===== config.mk =====
export PLATFORM = sky130hd
export DESIGN_NAME = ascon_perm_ctrl_flat
export DESIGN_NICKNAME = d
export VERILOG_FILES = /design/src/rtl/ascon_perm_ctrl_if.sv /design/src/rtl/ascon_perm_ctrl.sv /design/src/flat_wrapper.sv
export SDC_FILE = /design/constraint.sdc
export NUM_CORES = 1
export LEC_CHECK = 0
export CORE_UTILIZATION = 42
export DETAILED_ROUTE_END_ITERATION = 16
export GPL_TIMING_DRIVEN = 0
export PLACE_DENSITY = 0.68
export SLEW_MARGIN = 20
export SYNTH_ARGS = -nofsm -noshare
export SYNTH_HDL_FRONTEND = slang
export SYNTH_SLANG_ARGS = --single-unit
export TNS_END_PERCENT = 100

===== constraint.sdc =====
create_clock -name clk -period 3.5 [get_ports clk]
set_clock_uncertainty 0.05 [all_clocks]
set_input_delay 0.7 -clock clk [delete_from_list [all_inputs] [get_ports clk]]
set_output_delay 0.7 -clock clk [all_outputs]
set_load 0.05 [all_outputs]

===== src/rtl/ascon_perm_ctrl_if.sv =====
// rtl/ascon_perm_ctrl_if.sv - request/status bundle for the Ascon permutation controller
interface ascon_perm_ctrl_if;
    logic       start_i;
    logic [4:0] rounds_i;
    logic       ack_i;
    logic       ready_o;
    logic       busy_o;
    logic       state_load_o;
    logic       round_en_o;
    logic [4:0] ctr_o;
    logic [4:0] rounds_o;
    logic       done_o;
    logic       err_o;

    modport master (
        output start_i, rounds_i, ack_i,
        input  ready_o, busy_o, state_load_o, round_en_o, ctr_o, rounds_o, done_o, err_o
    );

    modport slave (
        input  start_i, rounds_i, ack_i,
        output ready_o, busy_o, state_load_o, round_en_o, ctr_o, rounds_o, done_o, err_o
    );
endinterface


===== src/rtl/ascon_perm_ctrl.sv =====
// rtl/ascon_perm_ctrl.sv - Ascon permutation round sequencer; ASCON_PERM_CTRL_ABORT_EN adds abort_i
module ascon_perm_ctrl #(
    parameter int ROUND_CYCLES = 1
) (
    input logic clk,
    input logic rst_n,
`ifdef ASCON_PERM_CTRL_ABORT_EN
    input logic abort_i,
`endif
    ascon_perm_ctrl_if.slave bus
);
    typedef enum logic [1:0] {IDLE, LOAD, RUN, DONE} state_t;

    localparam logic [1:0] SUB_LAST = 2'(ROUND_CYCLES - 1);

    state_t     state;
    logic [1:0] sub;
    logic       abort;
    logic       legal;

`ifdef ASCON_PERM_CTRL_ABORT_EN
    assign abort = abort_i;
`else
    assign abort = 1'b0;
`endif

    assign legal = (bus.rounds_i == 5'd6) || (bus.rounds_i == 5'd8) || (bus.rounds_i == 5'd12);

    // Outputs are registered: each branch sets the values the next state presents.
    always_ff @(posedge clk) begin
        if (!rst_n) begin
            state            <= IDLE;
            sub              <= 2'd0;
            bus.ready_o      <= 1'b1;
            bus.busy_o       <= 1'b0;
            bus.state_load_o <= 1'b0;
            bus.round_en_o   <= 1'b0;
            bus.ctr_o        <= 5'd0;
            bus.rounds_o     <= 5'd0;
            bus.done_o       <= 1'b0;
            bus.err_o        <= 1'b0;
        end else begin
            bus.err_o        <= 1'b0;
            bus.state_load_o <= 1'b0;
            bus.round_en_o   <= 1'b0;
            case (state)
                IDLE: begin
                    if (bus.start_i) begin
                        if (legal) begin
                            state            <= LOAD;
                            bus.rounds_o     <= bus.rounds_i;
                            bus.ready_o      <= 1'b0;
                            bus.busy_o       <= 1'b1;
                            bus.state_load_o <= 1'b1;
                            bus.ctr_o        <= 5'd0;
                            sub              <= 2'd0;
                        end else begin
                            bus.err_o <= 1'b1;
                        end
                    end
                end
                LOAD: begin
                    state          <= RUN;
                    sub            <= 2'd0;
                    bus.ctr_o      <= 5'd0;
                    bus.round_en_o <= (SUB_LAST == 2'd0);
                end
                RUN: begin
                    if (sub == SUB_LAST) begin
                        sub <= 2'd0;
                        if (bus.ctr_o == bus.rounds_o - 5'd1) begin
                            state      <= DONE;
                            bus.ctr_o  <= 5'd0;
                            bus.done_o <= 1'b1;
                        end else begin
                            bus.ctr_o      <= bus.ctr_o + 5'd1;
                            bus.round_en_o <= (SUB_LAST == 2'd0);
                        end
                    end else begin
                        sub            <= sub + 2'd1;
                        bus.round_en_o <= (sub + 2'd1 == SUB_LAST);
                    end
                end
                DONE: begin
                    if (bus.ack_i) begin
                        state       <= IDLE;
                        bus.done_o  <= 1'b0;
                        bus.busy_o  <= 1'b0;
                        bus.ready_o <= 1'b1;
                    end
                end
                default: state <= IDLE;
            endcase
            // Abort overrides whatever LOAD/RUN scheduled, including a pending DONE.
            if (abort && (state == LOAD || state == RUN)) begin
                state            <= IDLE;
                sub              <= 2'd0;
                bus.ctr_o        <= 5'd0;
                bus.round_en_o   <= 1'b0;
                bus.state_load_o <= 1'b0;
                bus.done_o       <= 1'b0;
                bus.busy_o       <= 1'b0;
                bus.ready_o      <= 1'b1;
            end
        end
    end
endmodule


===== src/flat_wrapper.sv =====
// flat-port wrapper written by rule: the top's interface ports become plain ports
module ascon_perm_ctrl_flat 
#(
    parameter int ROUND_CYCLES = 1
)
  (clk, rst_n, bus_start_i, bus_rounds_i, bus_ack_i, bus_ready_o, bus_busy_o, bus_state_load_o, bus_round_en_o, bus_ctr_o, bus_rounds_o, bus_done_o, bus_err_o);
  ascon_perm_ctrl_if bus_i ();
  input logic clk;
  input logic rst_n;
  input wire logic [$bits(bus_i.start_i)-1:0] bus_start_i;
  input wire logic [$bits(bus_i.rounds_i)-1:0] bus_rounds_i;
  input wire logic [$bits(bus_i.ack_i)-1:0] bus_ack_i;
  output wire logic [$bits(bus_i.ready_o)-1:0] bus_ready_o;
  output wire logic [$bits(bus_i.busy_o)-1:0] bus_busy_o;
  output wire logic [$bits(bus_i.state_load_o)-1:0] bus_state_load_o;
  output wire logic [$bits(bus_i.round_en_o)-1:0] bus_round_en_o;
  output wire logic [$bits(bus_i.ctr_o)-1:0] bus_ctr_o;
  output wire logic [$bits(bus_i.rounds_o)-1:0] bus_rounds_o;
  output wire logic [$bits(bus_i.done_o)-1:0] bus_done_o;
  output wire logic [$bits(bus_i.err_o)-1:0] bus_err_o;
  assign bus_i.start_i = bus_start_i;
  assign bus_i.rounds_i = bus_rounds_i;
  assign bus_i.ack_i = bus_ack_i;
  assign bus_ready_o = bus_i.ready_o;
  assign bus_busy_o = bus_i.busy_o;
  assign bus_state_load_o = bus_i.state_load_o;
  assign bus_round_en_o = bus_i.round_en_o;
  assign bus_ctr_o = bus_i.ctr_o;
  assign bus_rounds_o = bus_i.rounds_o;
  assign bus_done_o = bus_i.done_o;
  assign bus_err_o = bus_i.err_o;
  ascon_perm_ctrl #(.ROUND_CYCLES(ROUND_CYCLES)) u_core (.clk(clk), .rst_n(rst_n), .bus(bus_i));
endmodule

# Yosys cells after proc, flatten, opt, wreduce, memory -nomap -nowiden
# Index checks and enable logic that the tools add are counted.
[op_classes]
n_div = 0
order_cmp = 0
shift = 0
n_bitwise = 0
n_mul = 0
addsub = 3
n_eq_ne = 12
n_reduce_logical = 15
mux = 31
[op_table]
columns = ["cell", "count"]
rows = [
  ["$mux 5", 4],
  ["$mux 2", 8],
  ["$pmux 5 s3", 1],
  ["$mux 1", 12],
  ["$reduce_and 4->1", 3],
  ["$eq 5x4->1 const B", 2],
  ["$reduce_and 3->1", 3],
  ["$pmux 1 s2", 4],
  ["$pmux 2 s4", 1],
  ["$logic_not 2->1", 3],
  ["$ne 2x1->1 const B", 3],
  ["$pmux 2 s3", 1],
  ["$add 5x1->5 const B", 1],
  ["$eq 5x3->1 const B", 1],
  ["$eq 5x5->1", 1],
  ["$reduce_and 5->1", 1],
  ["$sub 5x1->5 const B", 1],
  ["$eq 2x2->1 const B", 2],
  ["$ne 2x2->1 const B", 2],
  ["$reduce_bool 2->1", 2],
  ["$reduce_bool 3->1", 1],
  ["$add 2x1->2 const B", 1],
  ["$eq 2x1->1 const B", 1],
  ["$logic_or 1x1->1", 2],
]
[word_totals]
out_inout_bits = 16
word_cells = 71
reg_bits = 20
n_memories = 0
latchBits = 0
in_bits = 9
ram_bits = 0
romBits = 0

# Longest topological paths before layout
[depth]
ltp_word = 6
ltp_mapped = 7
ltp_nobuf = 7

# Worst setup path before layout
# OpenSTA, ideal clock, no wires.
[synth_path]
kind = "reg2reg"
from = "reg u_core.bus.rounds_o[0]"
to = "reg u_core.bus.done_o"
path_slack_ns = 1.206
n_path_buf = 0
period_less_slack_ns = 2.294
required_ns = 3.375
stages_incl_launch_ff = 8
setup_time_ns = 0.075
arrival_ns = 2.169
path_cell_list = "dfxtp_1 -> inv_1 -> ha_1 -> xor2_1 -> o211ai_1 -> a311o_2 -> or3_1 -> a31oi_1"
[synth_between]
elab_chain_cells = 4
[synth_rtl]
columns = ["element", "line", "source"]
rows = [
  ["from (decl)", "ascon_perm_ctrl_if.sv:22", "output ready_o, busy_o, state_load_o, round_en_o, ctr_o, rounds_o, done_o, err_o"],
  ["from (signal assigned)", "ascon_perm_ctrl.sv:51", "bus.rounds_o <= bus.rounds_i;"],
  ["$sub 5x1->5", "ascon_perm_ctrl.sv:71", "if (bus.ctr_o == bus.rounds_o - 5'd1) begin"],
  ["$eq 5x5->1", "ascon_perm_ctrl.sv:71", ""],
  ["$ne 2x1->1 (no line)", "n/a", ""],
  ["$reduce_and 4->1 (no line)", "n/a", ""],
  ["to (signal assigned)", "ascon_perm_ctrl.sv:74", "bus.done_o <= 1'b1;"],
  ["to (signal assigned)", "ascon_perm_ctrl.sv:87", "bus.done_o <= 1'b0;"],
  ["to (signal assigned)", "ascon_perm_ctrl.sv:101", "bus.done_o <= 1'b0;"],
  ["to (decl)", "ascon_perm_ctrl_if.sv:22", ""],
]
# No other way between the ends.
# A chain may end at the register's enable or synchronous reset.

# Worst setup path after layout
[layout_path]
from = "in bus_rounds_i[3]"
to = "reg u_core.bus.ctr_o[2]"
[layout_between]
elab_chain_cells = 5
word_cells_on_any_way = 7
classes_between = "eq/ne: 4; reduce/logical: 3"
[layout_rtl]
columns = ["element", "line", "source"]
rows = [
  ["from (decl)", "flat_wrapper.sv:11", "input wire logic [$bits(bus_i.rounds_i)-1:0] bus_rounds_i;"],
  ["$eq 5x3->1 or $eq 5x4->1 (tied branches)", "ascon_perm_ctrl.sv:27", "assign legal = (bus.rounds_i == 5'd6) || (bus.rounds_i == 5'd8) || (bus.rounds_i == 5'd12);"],
  ["$logic_or 1x1->1", "ascon_perm_ctrl.sv:27", ""],
  ["$logic_or 1x1->1 (*)", "ascon_perm_ctrl.sv:27", ""],
  ["$ne 2x1->1 (no line) (*)", "n/a", ""],
  ["$reduce_and 4->1 (no line) (*)", "n/a", ""],
  ["to (signal assigned)", "ascon_perm_ctrl.sv:76", "bus.ctr_o <= bus.ctr_o + 5'd1;"],
  ["to (decl)", "ascon_perm_ctrl_if.sv:22", ""],
]
# Mark *: on every way between the ends. The rest lies on a longest branch, timed or not.

==> results_dict.tcl <==
set metrics [dict create \
    status "complete, no violations" \
    layout.nets 178 \
    cp-startpoint "bus_rounds_i[3]" \
    portBuffers 24 \
    gp_congestion 0.789 \
    drt-pass1-iter-count 4 \
    grt_pass1_wl_um 4350 \
    postCtsSetupBuffers 0 \
    min_from "u_core.bus.ready_o$_SDFFE_PN1P_" \
    drc 0 \
    synthTopCellsByArea "dfxtp_1 (36%), ha_1 (10%), a21oi_1 (4.5%)" \
    initial_core_util_pct 44.9 \
    yosys.area.top_type_share_pct 35.6 \
    cts-root-buf "clkbuf_4" \
    p_leak_nw 0.523 \
    rsz0062_at_grt "no" \
    syn_avg_cell_area_um2 8.58 \
    setup_tns_ps 0 \
    cp_top_family "compound AO/OA/AOI/OAI gates" \
    irDropWorstVdd_v 0.000276 \
    worstPathCellList "clkdlybuf4s50_1 -> nand3b_1 -> a2111o_1 -> a211oi_4 -> or2b_1 -> o221ai_1" \
    cp_slowest_cell "a2111o_1" \
    dr_total_vias 1025 \
    cts_resized 0 \
    synth.most_common_cell "dfxtp_1" \
    layout-drive-gt1-share_pct 5.06 \
    seqPwrFrac_pct 45.9 \
    dp_hpwl_um 1920 \
    grt_use_total_pct 21.1 \
    clock_sinks 20 \
    swShare_pct 34.9 \
    crit_path_end_kind "flip-flop" \
    ys_seq_area_share_pct 35.6 \
    required_ps 3650 \
    cts_tree "built" \
    routed_via_density 5.45 \
    worstHoldPathType "flip-flop to flip-flop" \
    max_stage_delay_ps 480 \
    ys_top_cells_by_count "dfxtp_1 (20), inv_1 (12), a21oi_1 (10)" \
    final-setup-viol-count 0 \
    timing.fmax_ghz 0.410 \
    design_area_mm2 0.00142 \
    comb_power_share_pct 33.6 \
    core_mm2 0.00250 \
    synthesis.nets 149 \
    synth_cells 131 \
    antenna_found_initial 0 \
    cts_buffers 3 \
    synth_ff_type "dfxtp_1" \
    wirelength_um 2590 \
    ys_async_sr_fraction_pct 0 \
    antenna_cells 0 \
    worst-path-buf-inv 1 \
    synth_cell_type_count 38 \
    finalHoldViolCount 0 \
    crit_type "primary input to flip-flop" \
    path_clk_slew_ps 120 \
    synth_edf_count 0 \
    area_growth_pct 26.7 \
    antenna_left 0 \
    start_kind "primary input" \
    grt_pass1_vias 1012 \
    r2r-start "u_core.bus.rounds_o[0]$_SDFFE_PN0P_" \
    drv_slew 0 \
    finalCritPeriodShare_pct 69.6 \
    ys_ff_latch 20 \
    netlist_area_mm2 0.00112 \
    ioPinCount 25 \
    row_count 18 \
    netSwitchingPower_w 0.000190 \
    grt_overflow 0 \
    cts_buffer_depth 2 \
    dpl_cell_area_mm2 0.00140 \
    finalCriticalPeriod_ps 2440 \
    maxSlewHeadroom_pct 65.2 \
    finish.utilization_pct 57.0 \
    cts_hold_buffers 0 \
    grt_max_degree 11 \
    die_h_um 53.7 \
    clock_latency_ps 310 \
    synth_largest_area_cell "dfxtp_1" \
    path_max_fanout 6 \
    first_iter_violations 23 \
    power.internal_w 0.000353 \
    fp.dieArea_mm2 0.00289 \
    pwr-share-clk_pct 20.6 \
    max-cap-violations 0 \
    worstMarginPinSlew_ps 521 \
    die_w_um 53.7 \
    wire_per_inst_um 13.8 \
    htreeDepth 1 \
    arrival_ps 2580 \
    yosys_warnings 0 \
    power_density_mw_per_mm2 381 \
]
-- logic make-up after synthesis --
kind of cell,Yosys count,share of synthesized area (%)
compound gates,29,18.5
xor+xnor,6,4.68
fa+ha+maj,9,10.0
buf+inv,17,5.90
flops,20,35.6
mux,4,3.56
simple gates,46,21.7
-- worst min-delay path, stage by stage (launching register included) --
cell	delay, ps
dfxtp_1	350
o22ai_1	70
nand2_1	60
-- path summary, 6_finish.rpt --
check / endpoint / slack, ps / depth (start not counted)
max: u_core.bus.ctr_o[2]$_SDFFE_PN0P_ / 1060 / 6
min: u_core.bus.ready_o$_SDFFE_PN1P_ / 440 / 2
max reg2reg: u_core.bus.done_o$_SDFFE_PN0P_ / 1390 / 7
min reg2reg: u_core.bus.ready_o$_SDFFE_PN1P_ / 440 / 2
-- power by group through the flow --
| stage | clock [W] | combinational (W) | sequential [W] |
|---|---|---|---|
| final | 0.000112 | 0.000182 | 0.000249 |
| after global routing | 0.000126 | 0.000202 | 0.000250 |
| after CTS | 0.000117 | 0.000182 | 0.000249 |
| after detailed placement | 0 | 0.000182 | 0.000254 |
| after global placement | 0 | 0.000177 | 0.000253 |
| after floorplan | 0 | 0.000114 | 0.000272 |
-- cells in the final DEF (no fill, tap or decap), types with 4 or more instances in the layout --
cell	count
a21oi_1	10
clkdlybuf4s50_1	24
dfxtp_1	20
ha_1	9
inv_1	12
mux2i_1	4
nand2_1	8
nand2b_1	4
nand3_1	8
nor2_1	9
xnor2_1	4
-- flip-flops by register name (all words and copies together), names as in the netlist --
signal                   flops
u_core.bus.state_load_o      1
u_core.bus.round_en_o        1
u_core.bus.rounds_o          5
u_core.bus.ctr_o             5
u_core.bus.ready_o           1
u_core.state                 2
u_core.bus.done_o            1
u_core.bus.busy_o            1
u_core.bus.err_o             1
u_core.sub                   2
-- layer usage --
layer | GRT usage (%) | vias up | part of all wire, %
li1 | - | 512 | -
met1 | 24.2 | 479 | 44
met2 | 35.6 | 28 | 49
met3 | 6.50 | 6 | 3.9
met4 | 9.21 | 0 | 2.4
met5 | 0 | - | 0
-- area by class of cell --
cell class | count | area [µm²]
flip-flops and latches | 20 | 400
inverters | 13 | 48.8
multi-input cells | 94 | 657
well taps | 30 | 37.5
plain buffers | 4 | 17.5
fillers | 245 | 1080
repair buffers | 24 | 240
clock buffers | 3 | 22.5
-- metrics by stage --
step           total power, W  std cells  setup WS (ps)  hold slack [ps]
2_1_floorplan        0.000386        131           1210              413
3_3_place_gp         0.000430        185            780              410
3_5_place_dp         0.000436        185            734              424
4_1_cts              0.000548        188           1070              451
5_1_grt              0.000577        188            989              480
6_report             0.000543        188           1060              443
No activity file was read; power rests on OpenSTA's default activity.
